File: config.mk
export PLATFORM = sky130hd
export DESIGN_NAME = eel_fetch_unit
export DESIGN_NICKNAME = d
export VERILOG_FILES = /design/src/rtl/eel_fetch_pkg.sv /design/src/rtl/eel_fetch_queue.sv /design/src/rtl/eel_fetch_unit.sv
export SDC_FILE = /design/constraint.sdc
export NUM_CORES = 1
export LEC_CHECK = 0
export CAP_MARGIN = 20
export CORE_MARGIN = 2
export CORE_UTILIZATION = 38
export CTS_CLUSTER_DIAMETER = 150
export DETAILED_ROUTE_END_ITERATION = 6
export GPL_TIMING_DRIVEN = 0
export SKIP_CTS_REPAIR_TIMING = 1
export SLEW_MARGIN = 20
export SYNTH_ARGS = -nofsm -noshare
export SYNTH_HDL_FRONTEND = slang
export SYNTH_SLANG_ARGS = --single-unit
File: constraint.sdc
create_clock -name CLK -period 7.9 [get_ports CLK]
set_input_delay 0.79 -clock CLK [delete_from_list [all_inputs] [get_ports CLK]]
set_output_delay 0.79 -clock CLK [all_outputs]
set_load 0.01 [all_outputs]
File: src/rtl/eel_fetch_pkg.sv
// eel_fetch_pkg: shared types and helpers for the EEL fetch stage.
//   fetch_entry_t  - one queue entry {pc, ir, pred}
//   NOP_INSTR      - value presented on D_IR when the queue is empty
//   OP_JAL/OP_BRANCH, j_imm/b_imm - used by the optional static predictor
// FETCH_XLEN fixes the entry PC width; the top's XLEN must match it.
package eel_fetch_pkg;
  localparam int unsigned FETCH_XLEN = 32;
  localparam logic [31:0] NOP_INSTR  = 32'h0000_0013;
  localparam logic [6:0]  OP_JAL     = 7'b1101111;
  localparam logic [6:0]  OP_BRANCH  = 7'b1100011;

  typedef struct packed {
    logic [FETCH_XLEN-1:0] pc;
    logic [31:0]           ir;
    logic                  pred;
  } fetch_entry_t;

  // J-type immediate, sign-extended
  function automatic logic [FETCH_XLEN-1:0] j_imm(input logic [31:0] ir);
    return {{12{ir[31]}}, ir[19:12], ir[20], ir[30:21], 1'b0};
  endfunction

  // B-type immediate, sign-extended
  function automatic logic [FETCH_XLEN-1:0] b_imm(input logic [31:0] ir);
    return {{20{ir[31]}}, ir[7], ir[30:25], ir[11:8], 1'b0};
  endfunction
endpackage

File: src/rtl/eel_fetch_queue.sv
// eel_fetch_queue: DEPTH-entry synchronous FIFO of fetch_entry_t.
//   CLK, RST (async active-low), FLUSH (clears, overrides PUSH/POP),
//   PUSH/DIN write, POP advances head (caller guarantees non-empty),
//   COUNT occupancy (log2(DEPTH)+1 bits), HEAD entry at the read pointer.
module eel_fetch_queue
  import eel_fetch_pkg::*;
#(
  parameter int DEPTH = 4,
  localparam int AW   = $clog2(DEPTH)
) (
  input  logic         CLK,
  input  logic         RST,
  input  logic         FLUSH,
  input  logic         PUSH,
  input  logic         POP,
  input  fetch_entry_t DIN,
  output logic [AW:0]  COUNT,
  output fetch_entry_t HEAD
);
  fetch_entry_t  mem [DEPTH];
  logic [AW-1:0] wr_ptr, rd_ptr;

  // Storage needs no reset: HEAD is masked by the top while COUNT==0.
  always_ff @(posedge CLK)
    if (PUSH && !FLUSH) mem[wr_ptr] <= DIN;

  always_ff @(posedge CLK or negedge RST) begin
    if (!RST) begin
      wr_ptr <= '0;
      rd_ptr <= '0;
      COUNT  <= '0;
    end else if (FLUSH) begin
      wr_ptr <= '0;
      rd_ptr <= '0;
      COUNT  <= '0;
    end else begin
      if (PUSH) wr_ptr <= wr_ptr + 1'b1;
      if (POP)  rd_ptr <= rd_ptr + 1'b1;
      case ({PUSH, POP})
        2'b10:   COUNT <= COUNT + 1'b1;
        2'b01:   COUNT <= COUNT - 1'b1;
        default: ;
      endcase
    end
  end

  assign HEAD = mem[rd_ptr];
endmodule

File: src/rtl/eel_fetch_unit.sv
// eel_fetch_unit: prefetching fetch stage for the EEL pipeline.
//   CLK/RST       clock, async active-low reset
//   IMEM_RDEN/ADDR word read request; IMEM_DATA returns the cycle after
//   REDIRECT/_PC  execute-stage flush and new PC (low 2 bits dropped)
//   D_VALID/READY decode handshake; D_PC, D_NEXTPC, D_IR, D_PRED from queue head
// Optional feature macro FETCH_BTFN_EN: static backward-taken/forward-not-taken
// prediction on the returning instruction (JAL always, branches with imm<0).
module eel_fetch_unit
  import eel_fetch_pkg::*;
#(
  parameter int unsigned      XLEN     = FETCH_XLEN,
  parameter int unsigned      IMEM_AW  = 14,
  parameter int unsigned      DEPTH    = 4,
  parameter logic [XLEN-1:0]  RESET_PC = '0
) (
  input  logic               CLK,
  input  logic               RST,
  output logic               IMEM_RDEN,
  output logic [IMEM_AW-1:0] IMEM_ADDR,
  input  logic [31:0]        IMEM_DATA,
  input  logic               REDIRECT,
  input  logic [XLEN-1:0]    REDIRECT_PC,
  output logic               D_VALID,
  input  logic               D_READY,
  output logic [XLEN-1:0]    D_PC,
  output logic [XLEN-1:0]    D_NEXTPC,
  output logic [31:0]        D_IR,
  output logic               D_PRED
);
  localparam int AW = $clog2(DEPTH);

  logic [XLEN-1:0] fetch_pc, resp_pc;
  logic            inflight;
  logic [AW:0]     count;
  logic [AW+1:0]   space;
  logic            issue, fire, push, pop;
  fetch_entry_t    head, push_entry;

`ifdef FETCH_BTFN_EN
  logic [XLEN-1:0] fire_pc;
  always_comb begin
    fire    = 1'b0;
    fire_pc = resp_pc;
    if (inflight && IMEM_DATA[6:0] == OP_JAL) begin
      fire    = 1'b1;
      fire_pc = resp_pc + j_imm(IMEM_DATA);
    end else if (inflight && IMEM_DATA[6:0] == OP_BRANCH && IMEM_DATA[31]) begin
      fire    = 1'b1;
      fire_pc = resp_pc + b_imm(IMEM_DATA);
    end
  end
`else
  assign fire = 1'b0;
`endif

  // Reserve a slot for the in-flight response so a push never overflows.
  assign space     = {1'b0, count} + {{(AW+1){1'b0}}, inflight};
  assign issue     = !REDIRECT && !fire && (space < (AW+2)'(DEPTH));
  assign IMEM_RDEN = issue && RST;
  assign IMEM_ADDR = fetch_pc[IMEM_AW+1:2];

  assign push       = inflight && !REDIRECT;
  assign pop        = D_VALID && D_READY && !REDIRECT;
  assign push_entry = '{pc: resp_pc, ir: IMEM_DATA, pred: fire};

  always_ff @(posedge CLK or negedge RST) begin
    if (!RST) begin
      fetch_pc <= RESET_PC;
      resp_pc  <= '0;
      inflight <= 1'b0;
    end else if (REDIRECT) begin
      fetch_pc <= REDIRECT_PC & ~XLEN'(3);
      inflight <= 1'b0;
    end else begin
      inflight <= issue;
      if (issue) begin
        resp_pc  <= fetch_pc;
        fetch_pc <= fetch_pc + XLEN'(4);
      end
`ifdef FETCH_BTFN_EN
      else if (fire) fetch_pc <= fire_pc;
`endif
    end
  end

  eel_fetch_queue #(.DEPTH(DEPTH)) u_queue (
    .CLK   (CLK),
    .RST   (RST),
    .FLUSH (REDIRECT),
    .PUSH  (push),
    .POP   (pop),
    .DIN   (push_entry),
    .COUNT (count),
    .HEAD  (head)
  );

  assign D_VALID  = (count != '0);
  assign D_PC     = D_VALID ? head.pc : '0;
  assign D_IR     = D_VALID ? head.ir : NOP_INSTR;
  assign D_PRED   = D_VALID & head.pred;
  assign D_NEXTPC = D_PC + XLEN'(4);
endmodule
After elaboration in Yosys (flattened, before gate mapping)

Memories as Yosys holds them, arrays and structs flattened.
Cells that the tools add are included.

Reduce and logical (&&, ||, !) cells: 13
Multiplexer cells: 13
Equality and inequality tests: 2
Bitwise gates (word level): 2
Magnitude comparators: 1
Add/subtract/negate cells: 7

Operator list:

| cell                                                       | count |
|---|---|
| 2-to-1 mux 32 bit                                          | 4 |
| adder 32 x 3 -> 32 bit, second input constant              | 2 |
| 2-to-1 mux 2 bit                                           | 4 |
| logical AND 1 bit                                          | 6 |
| one-hot mux 3 bit (2 select lines)                         | 1 |
| nonzero test 2 bit                                         | 3 |
| nonzero test 3 bit                                         | 2 |
| adder 2 x 1 -> 2 bit, second input constant                | 2 |
| adder 3 x 1 -> 4 bit                                       | 1 |
| less-than comparator 4 x 3 -> 1 bit, second input constant | 1 |
| adder 3 x 1 -> 3 bit, second input constant                | 1 |
| 2-to-1 mux 1 bit                                           | 3 |
| 2-to-1 mux 3 bit                                           | 1 |
| subtractor 3 x 1 -> 3 bit, second input constant           | 1 |
| equality test 2 x 1 -> 1 bit, second input constant        | 1 |
| equality test 2 bit, second input constant                 | 1 |
| AND reduction 2 bit                                        | 1 |
| AND 1 bit, second input constant                           | 1 |
| logical NOT 1 bit                                          | 1 |
| NOT 1 bit                                                  | 1 |

Output and inout bits: 113
Memory bits (writable): 256
Memories: 1
Logic and storage cells: 45
Input port bits: 68
Register bits after elaboration: 72

Memories:

| memory      | depth | width | read ports | clocked after memory_dff | write ports | RTL line              | text |
|---|---|---|---|---|---|---|---|
| u_queue.mem | 4     | 64    | 1          | 0                        | 1           | eel_fetch_queue.sv:20 | `fetch_entry_t mem [DEPTH];` |

Logic depth before layout (Yosys ltp)

Word-level depth: 6
Mapped depth: 14

Hierarchy

From an unflattened synthesis, not the netlist that was laid out.

Cells, all modules: 826
Area, all modules: 13913.3 um^2

By module, submodules not included:

| module          | cells each | instances | area each (um^2) |
|---|---|---|---|
| eel_fetch_queue | 381        | 1         | 9840.7 |
| eel_fetch_unit  | 445        | 1         | 4072.7 |

Worst setup path after synthesis

OpenSTA, ideal clock, no wires.

Kind: flip-flop to output port
Start point: register u_queue.COUNT[0]
End point: output D_NEXTPC[28]
Stages on the path, launching flop included: 15
Data required time: 7.110 ns
Arrival: 3.700 ns
Setup slack: 3.410 ns
Cell sequence: dfrtp_1 > nor3_1 > inv_1 > clkbuf_1 > clkbuf_1 > nand2_1 > inv_1 > ha_1 > nand2_1 > o22a_1 > or4_4 > or4b_1 > buf_2 > nor4_4 > xor2_1

Cells in the longest elaborated chain, start to end: 3

RTL lines:

| item                     | RTL line              | text |
|---|---|---|
| start: declaration       | eel_fetch_queue.sv:17 | `output logic [AW:0] COUNT,` |
| start signal: assignment | eel_fetch_queue.sv:40 | `2'b10: COUNT <= COUNT + 1'b1;` |
| start signal: assignment | eel_fetch_queue.sv:41 | `2'b01: COUNT <= COUNT - 1'b1;` |
| nonzero test 3 bit       | eel_fetch_unit.sv:97  | `assign D_VALID = (count != '0);` |
| named net D_VALID        | eel_fetch_unit.sv:23  | `output logic D_VALID,` |
| 2-to-1 mux 32 bit        | eel_fetch_unit.sv:98  | `assign D_PC = D_VALID ? head.pc : '0;` |
| named net D_PC[2]        | eel_fetch_unit.sv:25  | `output logic [XLEN-1:0] D_PC,` |
| adder 32 x 3 -> 32 bit   | eel_fetch_unit.sv:101 | `assign D_NEXTPC = D_PC + XLEN'(4);` |
| end: declaration         | eel_fetch_unit.sv:26  | `output logic [XLEN-1:0] D_NEXTPC,` |

The timed path passes the listed nets, and every way through them passes these cells.

Worst setup path after layout

Start point: register u_queue.COUNT[0]
End point: output D_NEXTPC[28]

Cells in the longest elaborated chain, start to end: 3

RTL lines:

| item                   | RTL line |
|---|---|
| nonzero test 3 bit     | eel_fetch_unit.sv:97 |
| 2-to-1 mux 32 bit      | eel_fetch_unit.sv:98 |
| adder 32 x 3 -> 32 bit | eel_fetch_unit.sv:101 |

Every way passes these cells.

==> key figures <==
Final layout
  • Layout cells sized above 1: 0.1650
  • Nets: 1160
  • Final instance area: 17150 sq um
  • Commonest non-fill, non-tap cell in the layout: edfxtp_1
  • Final non-filler cell total: 1570
  • Area growth from synthesis to layout: 25.90%
  • Most frequent cells in the layout: edfxtp_1 (248), clkdlybuf4s50_1 (172), nand2_1 (79)
  • Number of diodes: 0

Timing
  • Achievable frequency: 155.3 MHz
  • Final setup vio count: 0
  • Fin crit period: 6.439 ns
  • Clock Skew: 0.01554 ns
  • Worst slew pin tran: 1.150 ns
  • PnR worst setup slack: 1.461 ns
  • TNS Setup: 0 ns
  • Fin crit share: 0.8151
  • Max_slew headroom: 0.2261
  • Final Max Tran Viols: 0
  • RSZ-0062 raised after global routing: false
  • Final hold vios: 0

Power and ir drop
  • Worst vdd ir: 146.5 uV
  • Leakage: 5.844 nW
  • Pwr dens: 320.4 nW/um^2

CTS
  • CTS tree: yes
  • Max clock buf depth: 3
  • Clock Latency Late Sink: 0.50 ns
  • H-tree lvl count: 2
  • Clock-pin slew on the worst setup and hold paths: 0.06 ns
  • Clock sinks: 316
  • Clock tree root driver cell: clkbuf_16
  • TritonCTS Buffers: 34

Yosys
  • Ys flop type: edfxtp_1
  • YS warnings: 0
  • Count of cell types in the netlist: 50
  • Mean post-synth cell area: 15.71 sq um
  • Post-Syn Instances: 867
  • EDFF count, synth: 248
  • Share of flip-flops with an asynchronous set or reset: 0.2152
  • Area of the mapped netlist: 13620 sq um
  • Yosys reg bits: 316
  • Register area share after synthesis: 0.6716

Global routing
  • Gr ovfl total: 0
  • GRT Total Usage: 0.1673
  • Vias in the first global route: 8202
  • Largest net degree at the start of global routing: 47
  • First-pass GRT wire length: 48140 um
  • Initial antenna violation count: 0

Die
  • Ports: 181
  • FP Rows: 69
  • Initial Util: 0.3849
  • Core area: 35400 sq um
  • Die Footprint: 37380 sq um
  • Die Span Y: 193.3 um
  • Die width: 193.3 um

Flow run
  • Max-cap violations: 0

Route
  • DRC Markers: 0
  • Detailed Route Iter0 Violations: 561
  • DR vias/cell: 5.062
  • Via count: 7948
  • Total wire length: 31330 um
  • DRT antenna net count: 0
  • Post-DR wirelength/cell: 19.95 um
  • Pre-antenna DRT Iters: 5

Placed design
  • Setup WS pre-CTS: 1.968 ns
  • Cells after DPL: 1510
  • Post-DP Area: 16100 sq um
  • DP HPWL: 21890 um
  • Port bufs: 173
  • GP Congestion: 0.7843

Setup path
  • Worst Path Required: 7.11 ns
  • WP data arrival: 5.65 ns
  • Type of origin of the critical path: flip-flop
  • Critical path type: flip-flop to output pin
  • Worst-path maximum fanout: 10
  • CP endpoint kind: output pin

Outcome
  • Status: complete, no violations

Worst hold path
  • Hold Crit Class: input port to async pin
-- final timing paths --
path | startpoint | to | slack [ns] | depth (start not counted)
worst max-delay path | u_queue.COUNT[0] | D_NEXTPC[28] | 1.46 | 15
worst max register to register | u_queue.rd_ptr[1] | u_queue.rd_ptr[1] | 4.14 | 8
max in group asynchronous | RST | u_queue.rd_ptr[0] | 7.17 | 2
worst min register to register | resp_pc[16] | u_queue.mem[1][48] | 0.51 | 0
min in group CLK | resp_pc[16] | u_queue.mem[1][48] | 0.51 | 0
worst min-delay path | RST | resp_pc[30] | 0.18 | 1
-- stage by stage --
| stage | hold WS, ns | utilization | total power, W |
|---|---|---|---|
| after global placement | 0.4910 | 0.4505 | 0.004034 |
| after detailed placement | 0.5091 | 0.4547 | 0.004067 |
| after CTS | 0.1763 | 0.4846 | 0.005569 |
| after global routing | 0.1937 | 0.4846 | 0.005764 |
| final | 0.1847 | 0.4846 | 0.005496 |
| after floorplan | 0.4724 | - | 0.003140 |
-- power breakdown --
| part | switching (W) | leakage, nW | internal (W) | total (W) |
|---|---|---|---|---|
| sequential | 0.000173 | 3.09 | 0.00209 | 0.00226 |
| combinational | 0.000852 | 2.24 | 0.000893 | 0.00175 |
| clock | 0.000595 | 0.512 | 0.000897 | 0.00149 |
-- sequential cells by signal, indices dropped and copies added (netlist names) --
name,flops
u_queue.mem,248
u_queue.rd_ptr,2
u_queue.wr_ptr,2
fetch_pc,30
inflight,1
resp_pc,30
u_queue.COUNT,3
-- synthesized netlist by cell type (all sizes together), types with 5 or more instances --
cell / n / area share
nand4: 15 / 0.0069
nor3: 14 / 0.0051
edfxtp: 248 / 0.55
mux2i: 10 / 0.0073
nand3b: 5 / 0.0028
or2: 5 / 0.0023
and2: 57 / 0.026
inv: 17 / 0.0047
nand2: 79 / 0.022
xor2: 24 / 0.015
dfrtp: 68 / 0.12
xnor2: 36 / 0.023
buf: 33 / 0.015
clkbuf: 27 / 0.0074
o21ai: 35 / 0.013
nor2: 30 / 0.0083
nand3: 21 / 0.0077
a21oi: 6 / 0.0022
mux2: 34 / 0.028
ha: 6 / 0.0055
mux4: 63 / 0.10
-- critical path: stages, from the launching register on --
cell and delay, ns:
dfrtp_1 0.46, nor3_1 0.21, inv_1 0.36, clkbuf_1 0.52
clkbuf_1 0.45, nand2_1 0.13, inv_1 0.11, ha_1 0.24
nand2_1 0.08, o22a_1 0.26, or4_4 0.54, or4b_1 0.53
buf_2 0.21, nor4_4 0.31, xor2_1 0.17, clkdlybuf4s50_1 0.55
-- cells by family (layout without fill, tap and decap cells) --
kind of cell               Yosys count  after routing  synth area share
AOI/OAI and AO/OA                   52             52           0.02158
xor gates and xnor gates            60             60           0.03857
adders and majority gates            7              7          0.006980
buffers and inverters               77            315           0.02755
DFF                                316            316            0.6716
muxes                              107            107            0.1404
other                                1              5         0.0002753
and+or+nand+nor                    247            247           0.09304
-- metal layers --
layer,GRT usage,wire length (um),vias up
met1,0.2275,13700,3971
met5,0,0,-
met3,0.02632,1775,40
li1,-,-,3662
met4,0.04806,672,0
met2,0.2795,15180,275
-- final cells by class --
| cell class | count | area, sq um |
|---|---|---|
| Clock buffer | 52 | 992.2 |
| Clock inverter | 8 | 63.81 |
| Timing Repair Buffer | 178 | 1859 |
| Inverter | 17 | 63.81 |
| Tap cell | 461 | 576.8 |
| Multi-Input combinational cell | 478 | 4135 |
| Sequential cell | 316 | 9149 |
| Fill cell | 3101 | 18250 |
| Buffer | 60 | 311.5 |
Note: power is estimated with default switching activity, not from simulation.
